`src/rtl/x_ratio_calc_if.sv`:
```
// Request/result bundle between scale control (master) and the ratio generator (slave).
interface x_ratio_calc_if #(
  parameter int unsigned ADDR_W = 10,
  parameter int unsigned DATA_W = 16
);
  logic              start;
  logic [ADDR_W-1:0] raddr;
  logic              busy;
  logic              done;
  logic [DATA_W-1:0] data;

  modport master (output start, raddr, input  busy, done, data);
  modport slave  (input  start, raddr, output busy, done, data);
endinterface

```
`src/rtl/x_ratio_calc.sv`:
```
// Horizontal scaler ratio generator: data = floor(BASE*2^16 / (BASE+raddr)),
// produced by a 16-iteration restoring divider; 0 for raddr==0 or raddr>MAX_IDX.
module x_ratio_calc #(
  parameter int unsigned BASE    = 480,
  parameter int unsigned MAX_IDX = 240,
  parameter int unsigned ADDR_W  = 10,
  parameter int unsigned DATA_W  = 16
) (
  input  logic            clk,
  input  logic            rst_n,
  x_ratio_calc_if.slave   bus
);
  localparam int unsigned DEN_W = 11;
  localparam int unsigned REM_W = 12;
  localparam int unsigned CNT_W = 4;

  typedef enum logic [1:0] {IDLE, CALC, DONE} state_t;

  state_t            state, state_nx;
  logic [DEN_W-1:0]  den, den_nx;
  logic [REM_W-1:0]  rem, rem_nx;
  logic [DATA_W-1:0] q, q_nx;
  logic [DATA_W-1:0] data, data_nx;
  logic [CNT_W-1:0]  cnt, cnt_nx;
  logic              valid, valid_nx;
  logic              busy, busy_nx;
  logic              done, done_nx;

  logic [REM_W-1:0]  r2;
  logic              q_bit;
  logic [DATA_W-1:0] q_shift;
  logic              accept;

  // One restoring step: shift remainder, subtract divisor when it fits.
  always_comb begin
    r2      = {rem[REM_W-2:0], 1'b0};
    q_bit   = (r2 >= REM_W'(den));
    q_shift = {q[DATA_W-2:0], q_bit};
    accept  = bus.start && !busy;
  end

  always_comb begin
    state_nx = state;
    den_nx   = den;
    rem_nx   = rem;
    q_nx     = q;
    data_nx  = data;
    cnt_nx   = cnt;
    valid_nx = valid;
    busy_nx  = busy;
    done_nx  = 1'b0;

    case (state)
      IDLE, DONE: begin
        state_nx = IDLE;
        busy_nx  = 1'b0;
        if (accept) begin
          state_nx = CALC;
          busy_nx  = 1'b1;
          den_nx   = DEN_W'(BASE) + DEN_W'(bus.raddr);
          rem_nx   = REM_W'(BASE);
          q_nx     = '0;
          cnt_nx   = '0;
          valid_nx = (bus.raddr != '0) && (bus.raddr <= ADDR_W'(MAX_IDX));
        end
      end
      CALC: begin
        rem_nx = q_bit ? (r2 - REM_W'(den)) : r2;
        q_nx   = q_shift;
        cnt_nx = cnt + CNT_W'(1);
        if (cnt == '1) begin
          state_nx = DONE;
          busy_nx  = 1'b0;
          done_nx  = 1'b1;
          data_nx  = valid ? q_shift : '0;
        end
      end
      default: begin
        state_nx = IDLE;
        busy_nx  = 1'b0;
      end
    endcase
  end

  always_ff @(posedge clk or negedge rst_n) begin
    if (!rst_n) begin
      state <= IDLE;
      den   <= '0;
      rem   <= '0;
      q     <= '0;
      data  <= '0;
      cnt   <= '0;
      valid <= 1'b0;
      busy  <= 1'b0;
      done  <= 1'b0;
    end else begin
      state <= state_nx;
      den   <= den_nx;
      rem   <= rem_nx;
      q     <= q_nx;
      data  <= data_nx;
      cnt   <= cnt_nx;
      valid <= valid_nx;
      busy  <= busy_nx;
      done  <= done_nx;
    end
  end

  assign bus.busy = busy;
  assign bus.done = done;
  assign bus.data = data;
endmodule

```
`src/flat_wrapper.sv`:
```
// flat-port wrapper written by rule: the top's interface ports become plain ports
module x_ratio_calc_flat 
#(
  parameter int unsigned BASE    = 480,
  parameter int unsigned MAX_IDX = 240,
  parameter int unsigned ADDR_W  = 10,
  parameter int unsigned DATA_W  = 16
)
  (clk, rst_n, bus_start, bus_raddr, bus_busy, bus_done, bus_data);
  x_ratio_calc_if #(.ADDR_W(ADDR_W), .DATA_W(DATA_W)) bus_i ();
  input  logic clk;
  input  logic rst_n;
  input wire logic [$bits(bus_i.start)-1:0] bus_start;
  input wire logic [$bits(bus_i.raddr)-1:0] bus_raddr;
  output wire logic [$bits(bus_i.busy)-1:0] bus_busy;
  output wire logic [$bits(bus_i.done)-1:0] bus_done;
  output wire logic [$bits(bus_i.data)-1:0] bus_data;
  assign bus_i.start = bus_start;
  assign bus_i.raddr = bus_raddr;
  assign bus_busy = bus_i.busy;
  assign bus_done = bus_i.done;
  assign bus_data = bus_i.data;
  x_ratio_calc #(.BASE(BASE), .MAX_IDX(MAX_IDX), .ADDR_W(ADDR_W), .DATA_W(DATA_W)) u_core (.clk(clk), .rst_n(rst_n), .bus(bus_i));
endmodule
```
`config.mk`:
```
export PLATFORM = sky130hd
export DESIGN_NAME = x_ratio_calc_flat
export DESIGN_NICKNAME = d
export VERILOG_FILES = /design/src/rtl/x_ratio_calc_if.sv /design/src/rtl/x_ratio_calc.sv /design/src/flat_wrapper.sv
export SDC_FILE = /design/constraint.sdc
export NUM_CORES = 1
export LEC_CHECK = 0
export CAP_MARGIN = 20
export CELL_PAD_IN_SITES_DETAIL_PLACEMENT = 1
export CELL_PAD_IN_SITES_GLOBAL_PLACEMENT = 1
export CORE_ASPECT_RATIO = 0.7
export CORE_UTILIZATION = 47
export CTS_CLUSTER_SIZE = 24
export DETAILED_ROUTE_END_ITERATION = 12
export PLACE_DENSITY_LB_ADDON = 0.25
export SYNTH_ARGS = -nofsm -noshare
export SYNTH_HDL_FRONTEND = slang
export SYNTH_SLANG_ARGS = --single-unit
```
`constraint.sdc`:
```
create_clock -name clk -period 3.28 [get_ports clk]
set_input_delay 0.492 -clock clk [delete_from_list [all_inputs] [get_ports clk]]
set_output_delay 0.492 -clock clk [all_outputs]
set_load 0.02 [all_outputs]
```
==> results by stage <==
Synthesis:
- The number of synthesized register bits is 61.
- The synthesized area divided by synthesized cell count is 9.871 µm².
- Of the post-synthesis cell area, the dominant cell type holds 0.5054.
- sky130_fd_sc_hd__dfrtp_1 is the most common cell in the netlist.
- The fraction of the yosys area taken by sequential cells is 0.5054.
- Counting flops with a built-in enable in the synthesized netlist gives 0.
- Synthesis produced a netlist whose cell count is 306.
- The library cell with the largest summed area after synthesis is sky130_fd_sc_hd__dfrtp_1.
- After synthesis, the most frequently instantiated cells are 61 x sky130_fd_sc_hd__dfrtp_1, 54 x sky130_fd_sc_hd__nand2_1, 29 x sky130_fd_sc_hd__o21ai_0.
- The most used flip-flop cell after synthesis is sky130_fd_sc_hd__dfrtp_1.
- The post-synthesis net count is 333.
- The total standard cell area after synthesis is 3020 µm².
- Yosys printed 0 warnings.
- The number of library cell types mapped by synthesis is 45.
- Of all flip-flops after synthesis, the portion carrying an async set or reset was 1.000.
- After synthesis, the cell types taking the most area are sky130_fd_sc_hd__dfrtp_1 51%, sky130_fd_sc_hd__nand2_1 6.7%, sky130_fd_sc_hd__ha_1 5.4%.

Worst setup path:
- The endpoint of the lowest-slack register-to-register path is u_core.rem[4]$_DFFE_PN0P_.
- The worst path arrival time is 2.65 ns.
- At the worst endpoint, the required time is 3.51 ns.
- The worst register-to-register path has a depth of 8.
- The critical path start-end classification is reg -> reg.
- STA classifies the critical path startpoint as a flip-flop.
- Along the worst path, the maximum fanout reaches 7.
- The setup slack of the most critical reg-to-reg path is 0.86 ns.
- The critical path capture point type is a flip-flop.
- The source of the worst register-to-register timing path is u_core.den[0]$_DFFE_PN0P_.

Timing:
- Setup repair after global routing left no endpoint under its margin.
- The final clock period utilization by the worst path is 0.7379.
- For the finished layout, the period the worst path requires is 2.420 ns.
- The tightest slew margin relative to the limit is 0.3848.
- The max-slew violation count is 0.
- The timing-limited maximum frequency is 0.4132 GHz.
- Summed over all failing endpoints, the final setup total negative slack is 0 ns.
- The tightest hold path in the finished design has a slack of 0.3067 ns.
- The transition at the pin with the smallest max-transition slack is 0.9206 ns.
- The post-route clock skew is 0.005878 ns.
- The final hold violation count is 0.
- The number of failing setup endpoints in the final timing report is 0.

Route:
- The routed layout has 2380 vias.
- The first TritonRoute pass finished after 8 iterations.
- Dividing the detail-routed wire length by the instance count gives 17.81 µm.
- The overall routed net length is 7.444 mm.
- The count of unresolved DRC violations after routing is 4.
- The number of DRC markers after the initial detailed-route iteration is 120.
- Once detail routing completed, the nets flagged for antenna violations numbered 0.
- The post-detailed-route via-to-cell ratio is 5.694.

Finish:
- The number of inserted filler cells in the final layout is 706.
- For this run, the post-layout net count is 363.
- From synthesis to final layout, the design area changed by 17.32%.
- In the final layout, the share of cells above drive strength 1 is 0.08824.
- The final non-filler cell total is 418.
- The repair_antennas step left the layout with diodes totalling 0.

Die:
- The die is 97.82 µm wide.
- The floorplan step defined a core boundary enclosing 6216 µm².
- The number of ports placed on the die boundary is 31.
- For this configuration, the core starts out at a cell density of 0.4859.
- From bottom edge to top edge, the die measures 69.07 µm.
- The full die area is 6756 µm².
- The floorplan has 24 rows.

Clocking:
- The number of buffers added by the clock tree synthesis step is 9.
- The cell sitting at the root of the clock tree is a sky130_fd_sc_hd__clkbuf_8.
- The clock input transition at the sequential cells of the worst setup and hold paths is 0.07 ns.
- Counting along the longest clock path gives a buffer depth of 2.
- Counting every sink on the clock net gives 61.
- TritonCTS built the clock tree.
- The clock tree synthesis step divided the H-tree into 3 levels.
- The latest clock arrival within the worst-skew pair is 0.34 ns.
- Hold repair after CTS inserted 0 buffers.
- The number of setup buffers added after CTS is 0.
- The number of instances resized during post-cts repair is 0.

Global route:
- The number of global-route vias before repair came to 2485.
- The pin count of the biggest net entering global routing is 62.
- The initial antenna violation count came to 0.
- The first global-routing pass estimated 12.52 mm of wire.
- The overall global routing resource usage is 0.2452.
- The total overflow left after global routing is 0.

Placed design:
- The number of placed instances, taps included is 403.
- The weighted congestion reported at the end of routability-driven placement is 0.7833.
- The HPWL reported at the end of detailed placement is 5.254 mm.
- The count of buffers inserted at the top-level ports is 30.

Job:
- The max-cap violation count is 0.

Power:
- In this run the static leakage power is 1.584 nW.
- The highest ir drop seen on vdd is 0.5235 mV.
- Dividing total power by cell area gives a power density of 1191 nW/µm².

Outcome:
- The final reports fail on DRC.
- The flow ran to the end, but the final reports show violations.

Min path:
- The worst min-delay path category is in -> async.
-- power breakdown --
part           switching, mW  internal [mW]  total, mW
Sequential             0.271           1.08       1.35
Clock                  0.300          0.288      0.587
Combinational           1.29          0.990       2.28
Total                   1.86           2.36       4.22
-- per-layer routing --
| metal | GRT usage | share of wire | up-vias |
|---|---|---|---|
| met5 | 0 | 0 | - |
| met4 | 0.08081 | 0.011 | 0 |
| met3 | 0.06288 | 0.041 | 10 |
| met2 | 0.3830 | 0.46 | 53 |
| met1 | 0.3351 | 0.49 | 1183 |
| li1 | - | - | 1134 |
-- placed cells by master (no fill, tap or decap), types with 2 or more instances in the layout --
cell	count
sky130_fd_sc_hd__nor3_1	4
sky130_fd_sc_hd__a21o_1	2
sky130_fd_sc_hd__nand3_1	3
sky130_fd_sc_hd__nand2_1	54
sky130_fd_sc_hd__nand2b_1	3
sky130_fd_sc_hd__a22o_1	17
sky130_fd_sc_hd__xor2_1	4
sky130_fd_sc_hd__mux2_2	4
sky130_fd_sc_hd__xnor2_1	5
sky130_fd_sc_hd__o41ai_1	2
sky130_fd_sc_hd__mux2i_1	4
sky130_fd_sc_hd__o211ai_1	2
sky130_fd_sc_hd__and2_1	3
sky130_fd_sc_hd__o21ai_0	29
sky130_fd_sc_hd__nor2b_1	3
sky130_fd_sc_hd__clkbuf_8	10
sky130_fd_sc_hd__dfrtp_1	61
sky130_fd_sc_hd__clkinvlp_4	2
sky130_fd_sc_hd__nor2_1	10
sky130_fd_sc_hd__a31oi_1	4
sky130_fd_sc_hd__o32ai_1	4
sky130_fd_sc_hd__nand4_1	2
sky130_fd_sc_hd__nor3_2	2
sky130_fd_sc_hd__o21ai_1	7
sky130_fd_sc_hd__clkdlybuf4s50_1	29
sky130_fd_sc_hd__clkinv_2	2
sky130_fd_sc_hd__ha_1	13
sky130_fd_sc_hd__inv_1	17
sky130_fd_sc_hd__buf_4	4
sky130_fd_sc_hd__a221o_1	2
sky130_fd_sc_hd__a21oi_1	14
-- per-stage QoR --
stage	utilization	setup slack [ns]	total power, mW	cell area (µm²)
final	0.5700	0.8598	4.221	3543
after global routing	0.5700	0.6979	4.553	3543
after CTS	0.5700	0.8459	4.243	3543
after detailed placement	0.5433	0.8688	3.622	3377
after global placement	0.5433	0.9337	3.476	3377
after floorplan	-	1.176	2.981	3020
-- worst max-delay path, stage by stage (launching register included) --
cell,delay (ns)
sky130_fd_sc_hd__dfrtp_1,0.40
sky130_fd_sc_hd__inv_1,0.10
sky130_fd_sc_hd__fa_1,0.46
sky130_fd_sc_hd__o211ai_1,0.29
sky130_fd_sc_hd__a211oi_2,0.12
sky130_fd_sc_hd__nor3_2,0.33
sky130_fd_sc_hd__nor3_2,0.17
sky130_fd_sc_hd__and2_1,0.19
sky130_fd_sc_hd__a221o_1,0.25
-- flip-flops by register name, indices dropped and copies added, names as in the netlist --
signal / cells
u_core.bus.data: 16
u_core.bus.done: 1
u_core.cnt: 4
u_core.den: 11
u_core.q: 15
u_core.rem: 11
u_core.state: 2
u_core.valid: 1
-- cells by family after synthesis --
logic type,after synthesis,synth area share
simple gates,94,0.1471
compound gates,88,0.1897
flops,61,0.5054
buf+inv,32,0.04308
fa+ha+maj,14,0.06048
xor+xnor,9,0.02610
mux,8,0.02817
-- cell type report --
| type | instances | area [µm²] | area share |
|---|---|---|---|
| clock buffer | 11 | 141.4 | 0.03990 |
| clock inverter | 4 | 25.02 | 0.007062 |
| inverter | 17 | 63.81 | 0.01801 |
| multi-input combinational | 213 | 1364 | 0.3849 |
| sequential | 61 | 1526 | 0.4308 |
| tap | 78 | 97.59 | 0.02754 |
| timing repair buffer | 34 | 325.3 | 0.09181 |
-- worst max-delay path by stage --
stage,startpoint,to,slack (ns),cells after the start
2_1_floorplan,u_core.rem[0]$_DFFE_PN0P_,u_core.rem[3]$_DFFE_PN0P_,1.18,7
3_3_place_gp,u_core.den[0]$_DFFE_PN0P_,u_core.rem[4]$_DFFE_PN0P_,0.93,8
3_5_place_dp,u_core.den[0]$_DFFE_PN0P_,u_core.rem[3]$_DFFE_PN0P_,0.87,8
4_1_cts,u_core.den[0]$_DFFE_PN0P_,u_core.rem[3]$_DFFE_PN0P_,0.85,8
5_1_grt,u_core.den[0]$_DFFE_PN0P_,u_core.rem[3]$_DFFE_PN0P_,0.70,8
6_report,u_core.den[0]$_DFFE_PN0P_,u_core.rem[4]$_DFFE_PN0P_,0.86,8
Note: power is estimated with default switching activity, not from simulation.
